**src/rtl/smol_pkg.sv**
```systemverilog
// Shared types for the writeback queue.
// Register index and queued writeback entry.
package smol_pkg;
    localparam int XLEN   = 32;
    localparam int REG_AW = 5;

    typedef logic [REG_AW-1:0] reg_idx_t;

    typedef struct packed {
        reg_idx_t          addr;
        logic [XLEN-1:0]   data;
    } wb_entry_t;
endpackage

```
**src/rtl/smol_wb_lookup.sv**
```systemverilog
// Youngest-match forwarding search over the pending entries.
// Walks oldest to youngest so the last hit wins.
module smol_wb_lookup
    import smol_pkg::*;
#(
    parameter int DEPTH = 4,
    parameter int DW    = 32,
    localparam int PW   = $clog2(DEPTH),
    localparam int CW   = PW + 1
) (
    input  reg_idx_t         addrs_i [DEPTH],
    input  logic [DW-1:0]    datas_i [DEPTH],
    input  logic [PW-1:0]    head_i,
    input  logic [CW-1:0]    count_i,
    input  reg_idx_t         addr_i,
    output logic             hit_o,
    output logic [DW-1:0]    data_o
);
    logic [PW-1:0] idx;

    always_comb begin
        hit_o  = 1'b0;
        data_o = '0;
        idx    = '0;
        for (int k = 0; k < DEPTH; k++) begin
            idx = head_i + PW'(k);
            if (CW'(k) < count_i && addr_i != '0 &&
                addrs_i[idx] == addr_i) begin
                hit_o  = 1'b1;
                data_o = datas_i[idx];
            end
        end
    end
endmodule

```
**src/rtl/smol_wb_queue.sv**
```systemverilog
// Writeback queue: circular buffer draining into one register-file
// write port, with two forwarding lookup ports.
module smol_wb_queue
    import smol_pkg::*;
#(
    parameter int DEPTH = 4,
    parameter int XLEN  = smol_pkg::XLEN,
    localparam int PW   = $clog2(DEPTH),
    localparam int CW   = PW + 1
) (
    input  logic            clk,
    input  logic            rst,
    input  logic            inValid,
    output logic            inReady,
    input  reg_idx_t        inAddr,
    input  logic [XLEN-1:0] inData,
    input  logic            wStall,
    input  logic            flush,
    output logic            wEnable,
    output reg_idx_t        wAddr,
    output logic [XLEN-1:0] wData,
    input  reg_idx_t        lkAddr1,
    input  reg_idx_t        lkAddr2,
    output logic            lkHit1,
    output logic            lkHit2,
    output logic [XLEN-1:0] lkData1,
    output logic [XLEN-1:0] lkData2,
    output logic [CW-1:0]   count
);
    reg_idx_t        addr_q [DEPTH];
    logic [XLEN-1:0] data_q [DEPTH];
    logic [PW-1:0]   rp_q, rp_d;
    logic [PW-1:0]   wp_q, wp_d;
    logic [CW-1:0]   cnt_q, cnt_d;
    logic            drain;
    logic            push;

    assign drain   = rst && (cnt_q != '0) && !wStall && !flush;
    assign inReady = rst && !flush &&
                     ((cnt_q < CW'(DEPTH)) || drain);
    // x0 completes the handshake but is never stored.
    assign push    = inValid && inReady && (inAddr != '0);

    assign wEnable = drain;
    assign wAddr   = drain ? addr_q[rp_q] : '0;
    assign wData   = drain ? data_q[rp_q] : '0;
    assign count   = cnt_q;

    always_comb begin
        rp_d  = rp_q;
        wp_d  = wp_q;
        cnt_d = cnt_q;
        if (flush) begin
            rp_d  = '0;
            wp_d  = '0;
            cnt_d = '0;
        end else begin
            if (drain) rp_d = rp_q + 1'b1;
            if (push)  wp_d = wp_q + 1'b1;
            cnt_d = cnt_q + CW'(push) - CW'(drain);
        end
    end

    always_ff @(posedge clk) begin
        if (!rst) begin
            rp_q  <= '0;
            wp_q  <= '0;
            cnt_q <= '0;
        end else begin
            rp_q  <= rp_d;
            wp_q  <= wp_d;
            cnt_q <= cnt_d;
        end
    end

    always_ff @(posedge clk) begin
        if (push) begin
            addr_q[wp_q] <= inAddr;
            data_q[wp_q] <= inData;
        end
    end

    smol_wb_lookup #(.DEPTH(DEPTH), .DW(XLEN)) u_lk1 (
        .addrs_i (addr_q),
        .datas_i (data_q),
        .head_i  (rp_q),
        .count_i (cnt_q),
        .addr_i  (lkAddr1),
        .hit_o   (lkHit1),
        .data_o  (lkData1)
    );

    smol_wb_lookup #(.DEPTH(DEPTH), .DW(XLEN)) u_lk2 (
        .addrs_i (addr_q),
        .datas_i (data_q),
        .head_i  (rp_q),
        .count_i (cnt_q),
        .addr_i  (lkAddr2),
        .hit_o   (lkHit2),
        .data_o  (lkData2)
    );
endmodule
```
**config.mk**
```make
export PLATFORM = sky130hd
export DESIGN_NAME = smol_wb_queue
export DESIGN_NICKNAME = d
export VERILOG_FILES = /design/src/rtl/smol_pkg.sv /design/src/rtl/smol_wb_lookup.sv /design/src/rtl/smol_wb_queue.sv
export SDC_FILE = /design/constraint.sdc
export NUM_CORES = 1
export LEC_CHECK = 0
export BUFFER_PORTS_ARGS = -buffer_cell sky130_fd_sc_hd__buf_2
export CAP_MARGIN = 20
export CELL_PAD_IN_SITES_DETAIL_PLACEMENT = 0
export CELL_PAD_IN_SITES_GLOBAL_PLACEMENT = 1
export CORE_UTILIZATION = 41
export CTS_BUF_LIST = sky130_fd_sc_hd__clkbuf_16
export CTS_CLUSTER_DIAMETER = 100
export CTS_CLUSTER_SIZE = 16
export DETAILED_ROUTE_END_ITERATION = 6
export PLACE_DENSITY = 0.8
export SETUP_SLACK_MARGIN = 0.05
export SLEW_MARGIN = 5
export SYNTH_ARGS = -nofsm -noshare
export SYNTH_HDL_FRONTEND = slang
export SYNTH_SLANG_ARGS = --single-unit
```
**constraint.sdc**
```tcl
create_clock -name clk -period 2.8 [get_ports clk]
set_clock_uncertainty 0.15 [all_clocks]
set_input_delay 0.28 -clock clk [delete_from_list [all_inputs] [get_ports clk]]
set_output_delay 0.28 -clock clk [all_outputs]
set_load 0.05 [all_outputs]
```
==> metrics.cfg <==
[logic_synthesis]
synthArstFlopShare_pct = 0
ys_top_cells_by_area = edfxtp_1, mux2i_1, mux2_2, nand2_1, o21ai_0
yosysTopAreaCell = edfxtp_1
syn-num-nets = 1207
synth_top_area_share_pct = 39.4
ys_ff_latch = 155
synth_edf_count = 148
yosysSeqAreaShare_pct = 40.7
synthFlopType = edfxtp_1
synth_cell_types = 51
synth_cells = 1146
ys_top_cells_by_count = edfxtp_1, nand2_1, mux2i_1
synth_most_common_cell = edfxtp_1
avgSynthCellArea_sq_um = 9.83
synth_area_sq_um = 11300
yosys_warnings = 0

[power]
p_int_mw = 4.08
power_density_nw_per_um2 = 295
sw_frac_of_total_pct = 23.1
comb_power_share_pct = 8.5
p_clk_share_pct = 43.1
vdd.ir_drop.worst_mv = 0.404
seqPwrFrac_pct = 48.4
p_switching_mw = 1.22
power_mw = 5.30
leakage_nw = 6.71

[placement]
placedInstanceArea_sq_um = 15100
io_buffers = 159
dp_slack_ns = -0.624
gp_congestion = 0.867
dp_hpwl_um = 24300

[critical_path]
critPathRequiredTime_ns = 2.37
r2r_start = count[1]
worstSetupEndpointType = primary output
r2r_cells = 11
start_kind = register
worstSetupPathType = reg2out
crit_end = lkData2[29]
timing.critical_path.from = rp_q[0]
crit_path_max_fanout = 9
reg2reg_to = count[2]
arrival_ns = 3.34
ff2ff_setup_slack_ns = 0.33

[clock_tree]
numCtsBuffers = 17
clk_pin_slew_worst_paths_ns = 0.06
cts_root_buf = clkbuf_16
cts_tree = yes
clockBufferDepth = 2
clkLatencyLatePin_ns = 0.43
h-tree-depth = 4
clock_sinks = 155

[floorplanning]
rows = 60
dieArea_sq_um = 28200
fp.coreArea_sq_um = 27000
start_util_pct = 41.8
die_x_um = 168
die_h_um = 168
ios = 160

[sta]
period_needed_ns = 3.77
setup_violations = 66
clock.fmax_mhz = 265
layout_setup_ws_ns = -0.968
slew_violations = 0
rsz0062_at_grt = true
slew_headroom_pct = 56.1
worst_pin_slew_ns = 0.659
period_share_pct = 135
hold_viol_final = 0

[global_route]
overflow = 0
grt_max_degree = 68
antenna_found_initial = 1
grt_pass1_wl_um = 59500
first_global_vias = 10900
track_usage_pct = 27.4

[detailed_routing]
firstDrtPassIters = 7
drt_iter0_drc = 1044
drt-total-wl_um = 40800
final_antenna_net_count = 0
via_count = 10900
detail_route.wl_per_cell_um = 21.9
vias_per_cell = 5.87
drc_errors = 0

[hold_path]
hp-class = in2reg

[final_layout]
nFillCells = 1940
syn2layout_area_growth_pct = 59.5
drive_gt1_share_pct = 46.6
fin_nets = 1566
design_area_sq_um = 18000

[run]
max_cap_violations = 0

[outcome]
failed_checks = setup timing
status = finished with violations

[sequential cells by signal (all words and copies together) (netlist names)]
register and count:
count 3, rp_q 2, data_q 128, addr_q 20, wp_q 2
[cell usage in the layout, fill, tap and decap left out, types with 20 or more instances in the layout]
| master | instances |
|---|---|
| o21ai_0 | 59 |
| dlygate4sd3_1 | 37 |
| edfxtp_1 | 148 |
| buf_4 | 185 |
| or3_4 | 31 |
| o32ai_4 | 30 |
| clkbuf_16 | 26 |
| a211oi_1 | 26 |
| nor2_1 | 66 |
| nand2_1 | 126 |
| mux4_2 | 20 |
| buf_12 | 41 |
| buf_2 | 68 |
| mux2i_1 | 90 |
| a21oi_1 | 67 |
| xnor2_1 | 23 |
| and2_1 | 34 |
| mux2_2 | 63 |
| a31oi_4 | 32 |
| buf_6 | 91 |
| nand3_1 | 32 |
| o21a_1 | 29 |
[worst min-delay path by stage]
stage	endpoint	startpoint	slack (ns)	depth (start not counted)
after floorplan	addr_q[0]	inAddr[0]	0.23	0
after global placement	data_q[5]	inData[5]	0.34	1
after detailed placement	data_q[12]	inData[12]	0.35	1
after CTS	count[1]	rst	0.12	4
after global routing	count[0]	rst	0.15	4
final	count[0]	rst	0.13	4
[timing repair]
item,4_1_cts,5_1_grt
gates cloned,9,12
hold buffers,37,0
buffers inserted,12,22
pin swaps,15,50
setup endpoints to repair,98,97
resized for setup,243,117
endpoints found under the hold margin,148,0
[metrics by stage]
step           TNS (ns)  cells  hold WS, ns  util [%]
5_1_grt          -66.35   1860        0.154      66.7
2_1_floorplan    -18.24   1146        0.229         -
6_report         -58.48   1860        0.132      66.7
3_5_place_dp     -34.75   1735        0.348      56.0
3_3_place_gp     -32.51   1735        0.341      56.0
4_1_cts          -56.64   1825        0.119      63.6
[power by group through the flow]
stage          combinational, mW  clock [mW]  sequential [mW]
6_report                   0.451        2.28             2.57
5_1_grt                    0.482        2.39             2.57
4_1_cts                    0.429        2.29             2.57
3_5_place_dp               0.365           0             2.62
3_3_place_gp               0.357           0             2.62
2_1_floorplan              0.187           0             2.62
[kinds of logic after synthesis]
family | count (synthesis) | synth area share (%)
AO/OA/AOI/OAI | 289 | 16.3
XOR/XNOR | 44 | 3.42
adder cells (fa/ha/maj) | 9 | 1.07
buffers and inverters | 125 | 4.86
flip-flops | 155 | 40.7
multiplexers | 182 | 19.3
AND/OR/NAND/NOR | 342 | 14.4
[critical path, cell delays in order (launching register included)]
cell and delay (ns):
dfxtp_4 0.41, buf_4 0.13, buf_4 0.12, mux4_2 0.53, xor2_2 0.18, nor4_4 0.30
and2_4 0.30, buf_12 0.16, a211oi_1 0.09, buf_4 0.16, o32ai_4 0.31, buf_6 0.20
[routing by layer]
layer | part of all wire, % | wire length (um) | global-route usage (%)
met4 | 3.7 | 1500 | 12.3
met3 | 7.3 | 2980 | 4.47
met2 | 48 | 19800 | 46.6
met1 | 41 | 16600 | 34.4
met5 | 0 | 0 | 0
[layout make-up]
type	instances	area [sq um]	area share (%)
antenna	1	2.50	0.0139
clock buffer	17	425	2.37
clock inverter	15	150	0.835
inverter	12	56.3	0.313
multi-input combinational	866	7690	42.8
sequential	155	4600	25.6
tap	341	427	2.37
timing repair buffer	453	4620	25.7
Note: power is estimated with default switching activity, not from simulation.
